**src/rtl/colr_pkg.sv**
```systemverilog
// colr_pkg: shared types and constants for the colour-depth adapter.
//   mode_e    - conversion modes (pad/truncate, replicate/round, dither, temporal dither)
//   timing_t  - display timing bundle carried alongside each pixel
//   DITHER_B  - 2x2 ordered-dither matrix, indexed DITHER_B[y][x]
package colr_pkg;

    typedef enum logic [1:0] {
        MODE_TRUNC_PAD = 2'd0,
        MODE_ROUND_REP = 2'd1,
        MODE_DITHER    = 2'd2,
        MODE_TDITHER   = 2'd3
    } mode_e;

    typedef struct packed {
        logic hsync;
        logic vsync;
        logic de;
    } timing_t;

    // Rows packed high-to-low: row 1 = {B[1][1], B[1][0]} = {1, 3},
    // row 0 = {B[0][1], B[0][0]} = {2, 0}.
    localparam logic [1:0][1:0][1:0] DITHER_B = {{2'd1, 2'd3}, {2'd2, 2'd0}};

    function automatic logic [1:0] dither_b(input logic y, input logic x);
        return DITHER_B[y][x];
    endfunction

endpackage

```
**src/rtl/colr_chan_conv.sv**
```systemverilog
// colr_chan_conv: combinational single-channel depth conversion.
//   value  [BPC_IN]  - input channel value
//   offset [BPC_IN]  - dither offset for this cycle (used by dither modes on reduction)
//   mode             - conversion mode
//   result [BPC_OUT] - converted channel value
module colr_chan_conv
    import colr_pkg::*;
#(
    parameter int BPC_IN  = 5,
    parameter int BPC_OUT = 8
)(
    input  logic [BPC_IN-1:0]  value,
    input  logic [BPC_IN-1:0]  offset,
    input  mode_e              mode,
    output logic [BPC_OUT-1:0] result
);

    generate
        if (BPC_OUT > BPC_IN) begin : g_expand
            // Replicate the input cyclically and keep the top BPC_OUT bits,
            // e.g. 5->8 gives {d, d[4:2]}.
            localparam int REPS = (BPC_OUT + BPC_IN - 1) / BPC_IN;
            logic [REPS*BPC_IN-1:0] rep;
            logic                   unused_off;

            assign rep        = {REPS{value}};
            assign unused_off = ^offset;

            always_comb begin
                if (mode == MODE_TRUNC_PAD)
                    result = {value, {(BPC_OUT-BPC_IN){1'b0}}};
                else
                    result = rep[REPS*BPC_IN-1 -: BPC_OUT];
            end
        end else if (BPC_OUT == BPC_IN) begin : g_pass
            logic unused_in;

            assign unused_in = ^{offset, mode};
            assign result    = value;
        end else begin : g_reduce
            localparam int D = BPC_IN - BPC_OUT;
            logic [BPC_IN-1:0] add;
            logic [BPC_IN:0]   sum;
            logic [BPC_IN-1:0] sat;
            logic              unused_lo;

            always_comb begin
                case (mode)
                    MODE_TRUNC_PAD: add = '0;
                    MODE_ROUND_REP: add = BPC_IN'(1) << (D - 1);
                    default:        add = offset;
                endcase
            end

            // One extra bit catches the carry; saturate rather than wrap.
            assign sum       = {1'b0, value} + {1'b0, add};
            assign sat       = sum[BPC_IN] ? '1 : sum[BPC_IN-1:0];
            assign result    = sat[BPC_IN-1 -: BPC_OUT];
            assign unused_lo = ^sat[D-1:0];
        end
    endgenerate

endmodule

```
**src/rtl/colr_adapt.sv**
```systemverilog
// colr_adapt: colour-depth adapter with optional ordered dithering.
//   clk_pix, rst_pix                  - pixel clock, async active-high reset
//   mode_req                          - requested mode, adopted on vsync rising edge
//   disp_hsync/disp_vsync/disp_de     - input timing
//   din  [CHANNELS*BPC_IN]            - packed colour, channel 0 in LSBs
//   out_hsync/out_vsync/out_de, dout  - timing and colour, 2 cycles later
//   mode                              - mode currently in effect
module colr_adapt
    import colr_pkg::*;
#(
    parameter int         BPC_IN    = 5,
    parameter int         BPC_OUT   = 8,
    parameter int         CHANNELS  = 3,
    parameter logic [1:0] MODE_INIT = 2'd0
)(
    input  logic                         clk_pix,
    input  logic                         rst_pix,
    input  logic [1:0]                   mode_req,
    input  logic                         disp_hsync,
    input  logic                         disp_vsync,
    input  logic                         disp_de,
    input  logic [CHANNELS*BPC_IN-1:0]   din,
    output logic                         out_hsync,
    output logic                         out_vsync,
    output logic                         out_de,
    output logic [CHANNELS*BPC_OUT-1:0]  dout,
    output logic [1:0]                   mode
);

    localparam int D      = (BPC_IN > BPC_OUT) ? BPC_IN - BPC_OUT : 0;
    localparam int OFFW   = BPC_IN + 2;
    localparam int STAGES = 2;

    // Position / parity tracking
    logic  de_d, vs_d;
    logic  xpar, ypar, fpar;
    mode_e mode_q;
    logic  vs_rise, de_fall;

    assign vs_rise = disp_vsync & ~vs_d;
    assign de_fall = de_d & ~disp_de;

    always_ff @(posedge clk_pix or posedge rst_pix) begin
        if (rst_pix) begin
            de_d   <= 1'b0;
            vs_d   <= 1'b0;
            xpar   <= 1'b0;
            ypar   <= 1'b0;
            fpar   <= 1'b0;
            mode_q <= mode_e'(MODE_INIT);
        end else begin
            de_d <= disp_de;
            vs_d <= disp_vsync;
            xpar <= disp_de ? ~xpar : 1'b0;
            if (disp_vsync)
                ypar <= 1'b0;
            else if (de_fall)
                ypar <= ~ypar;
            // New mode applies to the pixel after the edge; the pixel sampled
            // on the edge itself still enters the pipe with the old mode.
            if (vs_rise) begin
                fpar   <= ~fpar;
                mode_q <= mode_e'(mode_req);
            end
        end
    end

    assign mode = mode_q;

    // Dither offset for the current pixel, shared by all channels
    logic             bx, by, tflip;
    logic [1:0]       b_sel;
    logic [OFFW-1:0]  off_wide;
    logic [BPC_IN-1:0] off_cur;
    logic             unused_off;

    assign tflip      = (mode_q == MODE_TDITHER) & fpar;
    assign bx         = xpar ^ tflip;
    assign by         = ypar ^ tflip;
    assign b_sel      = dither_b(by, bx);
    assign off_wide   = (OFFW'(b_sel) << D) >> 2;
    assign off_cur    = off_wide[BPC_IN-1:0];
    assign unused_off = ^off_wide[OFFW-1:BPC_IN];

    // Pipeline: stage 1 captures pixel + offset + mode, stage 2 holds the result
    timing_t                       tim_in;
    timing_t [STAGES:1]            tim_pipe;
    logic [CHANNELS*BPC_IN-1:0]    s1_din;
    logic [BPC_IN-1:0]             s1_off;
    mode_e                         s1_mode;
    logic [CHANNELS*BPC_OUT-1:0]   conv_out;

    assign tim_in = '{hsync: disp_hsync, vsync: disp_vsync, de: disp_de};

    always_ff @(posedge clk_pix or posedge rst_pix) begin
        if (rst_pix) begin
            tim_pipe <= '0;
            s1_din   <= '0;
            s1_off   <= '0;
            s1_mode  <= MODE_TRUNC_PAD;
            dout     <= '0;
        end else begin
            tim_pipe <= {tim_pipe[STAGES-1:1], tim_in};
            s1_din   <= din;
            s1_off   <= off_cur;
            s1_mode  <= mode_q;
            dout     <= conv_out;
        end
    end

    genvar c;
    generate
        for (c = 0; c < CHANNELS; c++) begin : g_chan
            colr_chan_conv #(
                .BPC_IN  (BPC_IN),
                .BPC_OUT (BPC_OUT)
            ) u_conv (
                .value  (s1_din[c*BPC_IN +: BPC_IN]),
                .offset (s1_off),
                .mode   (s1_mode),
                .result (conv_out[c*BPC_OUT +: BPC_OUT])
            );
        end
    endgenerate

    assign out_hsync = tim_pipe[STAGES].hsync;
    assign out_vsync = tim_pipe[STAGES].vsync;
    assign out_de    = tim_pipe[STAGES].de;

endmodule

```
**config.mk**
```make
export PLATFORM = sky130hd
export DESIGN_NAME = colr_adapt
export DESIGN_NICKNAME = d
export VERILOG_FILES = /design/src/rtl/colr_pkg.sv /design/src/rtl/colr_chan_conv.sv /design/src/rtl/colr_adapt.sv
export SDC_FILE = /design/constraint.sdc
export NUM_CORES = 1
export LEC_CHECK = 0
export BUFFER_PORTS_ARGS = -buffer_cell sky130_fd_sc_hd__buf_2
export CAP_MARGIN = 20
export CORE_UTILIZATION = 49
export DETAILED_ROUTE_END_ITERATION = 8
export PLACE_DENSITY = 0.83
export SLEW_MARGIN = 15
export SYNTH_ARGS = -nofsm -noshare
export SYNTH_HDL_FRONTEND = slang
export SYNTH_SLANG_ARGS = --single-unit
```
**constraint.sdc**
```tcl
create_clock -name clk_pix -period 3.24 [get_ports clk_pix]
set_input_delay 0.486 -clock clk_pix [delete_from_list [all_inputs] [get_ports clk_pix]]
set_output_delay 0.486 -clock clk_pix [all_outputs]
set_load 0.02 [all_outputs]
```
==> flow_summary_export.csv, run 1 <==
group,metric,value,unit
grt,grt_usage,0.144,
final_layout,nets,143,
place,postPlaceCellArea,0.00162,mm2
critical_path,endpoint_kind,"primary output",
detailed_routing,vias_per_cell,4.48,
sta,skew,0.00526,ns
min_path,hold_class,"in2async",
critical_path,crit_chain,"buf_2",
critical_path,cpMaxStageDelayCell,"dfrtp_1",
cts,cts_hold_buffers,0,
grt,grt_max_degree,50,
detailed_routing,drt.antenna.violating_nets,0,
final_layout,area_delta_synth_final,27.2,%
critical_path,critPathTopFamily,"flip-flops",
detailed_routing,drc,0,
critical_path,arrival,0.91,ns
die,die_h,54.2,um
synth,synth-seq-area-share,0.918,
grt,grt_antenna_before_repair,0,
die,die_w,54.2,um
critical_path,worstReg2RegStart,"tim_pipe[1]",
cts,cts_tree,"yes",
die,num_io_pins,51,
power_and_ir_drop,total_power,1.04,mW
detailed_routing,first_iter_violations,2,
sta,worst_pin_slew,0.380,ns
sta,max_freq,718,MHz
sta,finalHoldViolCount,0,
power_and_ir_drop,cellPowerDensity,612,mW/mm2
final_layout,finish.instance_area,0.00170,mm2
critical_path,cp_num_buf_inv,1,
cts,cts_sinks,49,
die,start_util,0.530,
sta,totalNegativeSetupSlack,0,ns
critical_path,worst_setup_path_start_kind,"register",
synth,syn_nets,85,
place,globalplace.congestion,0.674,
synth,synth_area,0.00134,mm2
cts,cts_buffers,5,
final_layout,drive_above_1_share,0.512,
power_and_ir_drop,irDropWorstVdd,0.427,mV
cts,clk_latency,0.33,ns
critical_path,ff2ff_setup_slack,2.25,ns
place,dp_slack,1.87,ns
grt,overflow,0,
final_layout,num_antenna_cells,0,
sta,relSlewSlack,0.747,
cts,clockRootBuffer,"clkbuf_4",
synth,synth.area.top_cells,"dfrtp_1 92%, nor2b_1 4.2%, mux2_4 2.2%, nor2b_4 1.0%, nor2_2 0.47%",
detailed_routing,drtPass1Iterations,4,
synth,synth_top_area_frac,0.918,
synth,syn_area_per_cell,21.2,um2
place,port_buffers,50,
grt,grt_pass1_wl,2.77,mm
grt,grt_pass1_vias,682,
detailed_routing,vias,676,
critical_path,critPathMaxFanout,3,
cts,cts.htree.levels,2,
die,coreArea,0.00252,mm2
cts,cts_resized,0,
synth,synth_cells,63,
power_and_ir_drop,p_leak,0.870,nW
critical_path,cp_slowest_stage_delay,0.42,ns
detailed_routing,wl_per_cell,12.0,um
synth,yosysTopAreaCell,"dfrtp_1",
sta,setup_ws,1.85,ns
critical_path,crit_start,"mode[1]",
job,maxCapViolCount,0,
sta,layout_min_cycle_time,1.39,ns
sta,fin_crit_sh,0.430,
critical_path,worstSetupPathType,"reg2out",
synth,ys_types,6,
final_layout,fillers,190,
cts,cts_setup_buffers,0,
synth,yosysWarnings,0,
sta,setup_violations,0,
synth,synth_seq_cells,49,
cts,clockBufferDepth,2,
die,row_count,18,
detailed_routing,routed_wl,1.82,mm
sta,final_max_slew_viol_count,0,
outcome,status,"finished clean",
sta,rsz0062_at_grt,"no",
die,dieArea,0.00294,mm2
critical_path,cp.required,2.75,ns
cts,clk_pin_slew_worst_paths,0.12,ns
worst paths after layout:
| path | end | depth (start not counted) |
|---|---|---|
| setup / recovery | mode[1] | 1 |
| hold / removal | out_vsync | 2 |
| setup reg to reg | mode[1] | 2 |
| hold reg to reg | dout[12] | 0 |
| max in group asynchronous | dout[5] | 3 |
| min in group clk_pix | s1_din[8] | 1 |
Yosys cell counts:
library cell,count
inv_1,1
mux2_4,2
nor2b_4,1
nor2_2,1
dfrtp_1,49
nor2b_1,9
cell families (layout without fill, tap and decap cells):
group	Yosys count	in the layout	synth area share
buffers and inverters	1	59	0.00281
flip-flops	49	49	0.918
multiplexers	2	2	0.0225
AND/OR/NAND/NOR	11	11	0.0571
final cells by class:
type	instances	area, um2	share of cell area
multi-input cells	13	106	0.0626
flip-flops and latches	49	1230	0.722
well taps	30	37.5	0.0221
repair buffers	51	270	0.159
inverters	1	3.75	0.00221
clock buffers	7	55.1	0.0324
layer usage:
layer  track usage  share of wire  up-vias
li1              -              -      312
met1         0.144           0.38      331
met2         0.260           0.55       33
met3        0.0583          0.077        0
met4        0.0641              0        0
met5             0              0        -
through the flow:
| stage | util | hold slack, ns | instances |
|---|---|---|---|
| 5_1_grt | 0.674 | 0.107 | 151 |
| 3_3_place_gp | 0.644 | 0.332 | 143 |
| 6_report | 0.674 | 0.108 | 151 |
| 2_1_floorplan | - | 0.331 | 63 |
| 3_5_place_dp | 0.644 | 0.335 | 143 |
| 4_1_cts | 0.666 | 0.239 | 150 |
placed cells by master (no fill, tap or decap), drive strengths merged:
| cell | instances |
|---|---|
| mux2 | 2 |
| dfrtp | 49 |
| nor2 | 1 |
| buf | 51 |
| inv | 1 |
| nor2b | 10 |
| clkbuf | 7 |
power by group:
group          internal (mW)  switching, mW
combinational         0.0415         0.0696
clock                  0.103          0.158
sequential             0.653         0.0146
sequential cells by signal, summed over array words and instances (netlist names):
name / cells
dout: 24
s1_din: 15
tim_pipe: 3
mode: 2
s1_mode: 2
out_de: 1
out_hsync: 1
out_vsync: 1
Note: power is estimated with default switching activity, not from simulation.
==> run 2, diff against run 1 <==
- CORE_UTILIZATION: 49 -> 41
- PLACE_DENSITY: 0.83 -> 0.74
- clock period: 3.24 -> 1.2 ns (I/O delays scaled with it)
==> flow_summary_export.csv, run 2 (same netlist as run 1, synthesis figures left out) <==
group,metric,value,unit
outcome,status,"finished clean",
critical_path,critPathTopFamily,"flip-flops",
critical_path,worst_setup_path_start_kind,"register",
detailed_routing,drt.antenna.violating_nets,0,
critical_path,worstReg2RegStart,"tim_pipe[1]",
power_and_ir_drop,pwr-share-comb,0.121,
sta,worst_pin_slew,0.403,ns
grt,overflow,0,
min_path,min_from,"mode_req[1]",
min_path,hold_depth,2,
die,start_util,0.434,
min_path,hold_class,"in2reg",
cts,cts_hold_buffers,19,
grt,grtUsageMet1,0.121,
critical_path,crit_cells,1,
cts,cts_setup_buffers,0,
die,num_io_pins,51,
final_layout,drive_above_1_share,0.454,
detailed_routing,first_iter_violations,3,
final_layout,area_delta_synth_final,42.9,%
critical_path,cpMaxStageDelayCell,"dfrtp_1",
cts,cts_tree,"yes",
power_and_ir_drop,seq_power_share,0.626,
power_and_ir_drop,switching_share,0.239,
grt,grt_pass1_wl,3.13,mm
place,dp_slack,0.224,ns
critical_path,cp_num_buf_inv,1,
grt,use_met3,0.0480,
sta,max_freq,896,MHz
detailed_routing,routed_wl,2.00,mm
cts,cts_resized,0,
sta,skew,0.00755,ns
critical_path,worstSetupPathType,"reg2out",
final_layout,num_antenna_cells,0,
die,dieArea,0.00349,mm2
power_and_ir_drop,clockPowerShare,0.253,
sta,relSlewSlack,0.731,
job,maxCapViolCount,0,
critical_path,cp.required,1.02,ns
final_layout,reg_top3,"dout x24, s1_din x15, tim_pipe x3",
sta,setup_ws,0.0834,ns
cts,cts_sinks,49,
final_layout,final_common_cell,"buf_2",
place,globalplace.congestion,0.648,
detailed_routing,drtPass1Iterations,2,
detailed_routing,vias,743,
grt,grtUsageMet2,0.248,
critical_path,endpoint_kind,"primary output",
sta,setup_violations,0,
power_and_ir_drop,internal_power,2.19,mW
final_layout,regMostFlops,"dout",
place,dpl.cell_count,159,
sta,totalNegativeSetupSlack,0,ns
critical_path,arrival,0.94,ns
place,port_buffers,50,
final_layout,nets,163,
grt,grt_pass1_vias,745,
grt,grt_max_degree,26,
detailed_routing,wl_per_cell,10.8,um
detailed_routing,vias_per_cell,4.02,
detailed_routing,drc,0,
die,coreArea,0.00308,mm2
grt,grt_antenna_before_repair,0,
grt,grt_usage,0.130,
cts,cts.htree.levels,2,
die,row_count,20,
cts,cts_buffers,5,
sta,fin_crit_sh,0.931,
die,die_w,59.1,um
final_layout,final_cell_mix,"50 x buf_2, 49 x dfrtp_1, 19 x dlygate4sd3_1",
cts,clockRootBuffer,"clkbuf_4",
cts,clk_pin_slew_worst_paths,0.12,ns
power_and_ir_drop,switching_power,0.688,mW
final_layout,largest_register_ffs,24,
cts,clk_latency,0.34,ns
critical_path,crit_start,"mode[0]",
cts,clockBufferDepth,2,
critical_path,critPathMaxFanout,3,
sta,rsz0062_at_grt,"no",
die,die_h,59.1,um
critical_path,reg2regPathDepth,2,
power_and_ir_drop,irDropWorstVdd,0.819,mV
critical_path,cp_slowest_stage_delay,0.43,ns
grt,grt_busiest_layer,"met2",
power_and_ir_drop,p_leak,0.944,nW
final_layout,fin_cells,185,
sta,finalHoldViolCount,0,
sta,layout_min_cycle_time,1.12,ns
critical_path,crit_chain,"buf_2",
power_and_ir_drop,cellPowerDensity,1510,mW/mm2
sta,final_max_slew_viol_count,0,
## run 2: changes by cell type in the layout (fill, tap and decap cells not counted)
cell / delta
buf_4: +2
buf_12: -1
clkinvlp_4: +2
inv_2: -1
dlygate4sd3_1: +19
clkbuf_1: -1
## run 2: worst paths after layout
| kind | endpoint | slack [ns] |
|---|---|---|
| min reg2reg | dout[4] | 0.36 |
| min in group asynchronous | dout[3] | 0.43 |
| max | mode[0] | 0.08 |
| max in group asynchronous | dout[6] | 0.53 |
| min | mode[1] | 0.07 |
| max reg2reg | mode[1] | 0.21 |
## run 2: metal layers
metal / wire [um] / part of all wire
met1: 727 / 0.36
met2: 1160 / 0.58
met5: 0 / 0
met3: 93 / 0.047
met4: 19 / 0.0095
## run 2: layout make-up
cell class / count / area [um2]
fill: 245 / 1170
timing repair buffer: 71 / 455
inverter: 1 / 7.51
tap: 44 / 55.1
multi-input combinational: 13 / 106
clock inverter: 1 / 7.51
sequential: 49 / 1230
clock buffer: 6 / 51.3
## run 2: per-stage QoR
step                instance area [um2]  hold WS (ns)  total power [mW]   util
floorplan                          1340         0.211              2.00      -
global placement                   1660         0.255              2.13  0.539
detailed placement                 1660         0.265              2.14  0.539
CTS                                1910        0.0536              2.91  0.620
global route                       1910        0.0345              3.02  0.620
finish                             1910        0.0683              2.88  0.620
## run 2: power groups by stage
stage / Clock [mW] / Sequential (mW) / Combinational, mW
3_3_place_gp: 0 / 1.83 / 0.298
4_1_cts: 0.750 / 1.80 / 0.353
5_1_grt: 0.828 / 1.81 / 0.379
6_report: 0.727 / 1.80 / 0.349
3_5_place_dp: 0 / 1.84 / 0.306
2_1_floorplan: 0 / 1.93 / 0.0729
==> run 3, diff against run 2 <==
- ABC_AREA: default -> 1
- CORE_UTILIZATION: 41 -> 42
- PLACE_DENSITY: 0.74 -> 0.76
==> flow_summary_export.csv, run 3 <==
group,metric,value,unit
outcome,status,"finished clean",
cts,cts_setup_buffers,0,
final_layout,finish.instance_area,0.00195,mm2
place,dpl.cell_count,172,
critical_path,endpoint_kind,"primary output",
final_layout,nets,176,
sta,fin_crit_sh,0.914,
synth,synth_cells,77,
synth,synth_top_family_by_area,"simple AND/OR/NAND/NOR gates",
min_path,min_from,"mode_req[0]",
cts,clockBufferDepth,2,
critical_path,worstReg2RegStart,"s1_mode[1]",
grt,grt_max_degree,50,
synth,yosysTopAreaCell,"dfrtp_1",
power_and_ir_drop,irDropWorstVdd,0.713,mV
die,start_util,0.439,
final_layout,area_delta_synth_final,45.1,%
sta,worst_pin_slew,0.244,ns
die,row_count,20,
critical_path,crit_start,"mode[1]",
die,die_h,58.5,um
cts,clockRootBuffer,"clkbuf_4",
detailed_routing,drc,0,
die,num_io_pins,51,
sta,finalHoldViolCount,0,
sta,max_freq,912,MHz
grt,overflow,0,
grt,grt_antenna_before_repair,0,
synth,synth_area,0.00134,mm2
critical_path,worst_setup_path_start_kind,"register",
critical_path,cp_num_buf_inv,1,
power_and_ir_drop,p_leak,1.01,nW
critical_path,worstSetupPathType,"reg2out",
final_layout,reg_top3,"dout x24, s1_din x15, tim_pipe x3",
place,place_hpwl,1.39,mm
place,port_buffers,50,
final_layout,largest_register_ffs,24,
final_layout,drive_above_1_share,0.387,
synth,synth_seq_cells,49,
critical_path,critPathTopFamily,"flip-flops",
detailed_routing,vias_per_cell,4.09,
synth,synth_top_area_frac,0.914,
grt,grt_pass1_wl,3.60,mm
synth,synth_flop_cell,"dfrtp_1",
critical_path,cpMaxStageDelayCell,"dfrtp_1",
synth,ys_types,6,
synth,synth_most_common_cell,"dfrtp_1",
cts,cts.htree.levels,2,
die,dieArea,0.00342,mm2
grt,grt_usage,0.151,
synth,synth_xor_area_frac,0,
synth,syn_area_per_cell,17.4,um2
cts,clk_pin_slew_worst_paths,0.11,ns
sta,setup_violations,0,
detailed_routing,routed_wl,2.18,mm
cts,cts_buffers,5,
place,postPlaceCellArea,0.00167,mm2
critical_path,crit_chain,"buf_2",
sta,relSlewSlack,0.837,
detailed_routing,drtPass1Iterations,3,
synth,yosysWarnings,0,
min_path,hold_class,"in2reg",
synth,ys_async_sr_fraction,1.00,
sta,totalNegativeSetupSlack,0,ns
detailed_routing,first_iter_violations,12,
power_and_ir_drop,cellPowerDensity,1590,mW/mm2
sta,layout_min_cycle_time,1.10,ns
place,globalplace.congestion,0.664,
synth,synth.area.mux_share,0,
critical_path,cp_slowest_stage_delay,0.41,ns
grt,grt_pass1_vias,874,
final_layout,final_cell_mix,"50 x buf_2, 49 x dfrtp_1, 19 x dlygate4sd3_1",
die,die_w,58.5,um
detailed_routing,drt.antenna.violating_nets,0,
final_layout,regMostFlops,"dout",
critical_path,arrival,0.92,ns
detailed_routing,vias,814,
detailed_routing,wl_per_cell,11.0,um
die,coreArea,0.00305,mm2
synth,synth_commonest_cells,"49 x dfrtp_1, 11 x inv_1, 9 x nor2_1, 5 x nand2_1, 2 x nand3_1",
critical_path,critPathMaxFanout,3,
synth,syn_nets,99,
synth,synth_edf_count,0,
final_layout,num_antenna_cells,0,
final_layout,fin_cells,199,
sta,final_max_slew_viol_count,0,
final_layout,final_common_cell,"buf_2",
sta,rsz0062_at_grt,"no",
synth,synth-simple-area-share,0.0550,
synth,synth_compound_area_frac,0,
critical_path,cp.required,1.02,ns
sta,skew,0.00904,ns
synth,synth.area.top_cells,"dfrtp_1 91%, inv_1 3.1%, nor2_1 2.5%, nand2_1 1.4%, nor2_4 0.84%",
job,maxCapViolCount,0,
synth,synth_fa_ha_area_frac,0,
synth,synth-seq-area-share,0.914,
cts,cts_tree,"yes",
cts,cts_sinks,49,
cts,clk_latency,0.34,ns
[run 3: cell types whose count changed after synthesis]
cell     previous run  this run
inv_1               1        11
nor2_1              0         9
nor2b_1             9         0
nand2_1             0         5
mux2_4              2         0
nand3_1             0         2
nor2_2              1         0
nor2_4              0         1
nor2b_4             1         0
[run 3: worst paths after layout]
kind	to	slack (ns)	cells after the start
min in group asynchronous	out_de	0.40	4
max in group asynchronous	s1_din[12]	0.57	4
max	mode[1]	0.10	1
min	mode[0]	0.07	3
min reg2reg	dout[19]	0.36	0
max reg2reg	dout[2]	0.40	2
[run 3: final cells by class]
cell class / count / area [um2]
Sequential cell: 49 / 1230
Fill cell: 266 / 1110
Timing Repair Buffer: 70 / 460
Multi-Input combinational cell: 17 / 73.8
Clock buffer: 7 / 55.1
Tap cell: 44 / 55.1
Inverter: 11 / 45.0
Clock inverter: 1 / 30.0
[run 3: report_power, final]
part | leakage (nW) | total [mW] | switching, mW | internal, mW
Combinational | 0.386 | 0.339 | 0.201 | 0.138
Clock | 0.0455 | 0.957 | 0.459 | 0.498
Sequential | 0.583 | 1.80 | 0.0400 | 1.76
[run 3: stage by stage]
| stage | setup slack, ns | hold WS, ns | utilization | power (mW) |
|---|---|---|---|---|
| 6_report | 0.103 | 0.0664 | 0.637 | 3.10 |
| 5_1_grt | 0.0342 | 0.0724 | 0.637 | 3.25 |
| 3_3_place_gp | 0.443 | 0.247 | 0.547 | 2.12 |
| 2_1_floorplan | 0.480 | 0.211 | - | 1.99 |
| 4_1_cts | 0.0806 | 0.0540 | 0.637 | 3.14 |
| 3_5_place_dp | 0.396 | 0.257 | 0.547 | 2.13 |
[run 3: kinds of logic after synthesis]
kind of cell / after synthesis
buffers and inverters: 11
and+or+nand+nor: 17
DFF: 49
[run 3: what timing repair did]
| item | CTS | global route |
|---|---|---|
| hold buffers | 19 | 0 |
| endpoints found under the hold margin | 67 | 0 |
| endpoints found under the setup margin | 0 | 0 |
| gates resized for setup | 0 | 0 |
[run 3: metal layers]
| layer | vias to the layer above | track usage | share of wire |
|---|---|---|---|
| met1 | 396 | 0.140 | 0.35 |
| met3 | 6 | 0.0659 | 0.065 |
| met4 | 0 | 0.0612 | 0.017 |
| li1 | 380 | - | - |
| met5 | - | 0 | 0 |
| met2 | 32 | 0.284 | 0.57 |
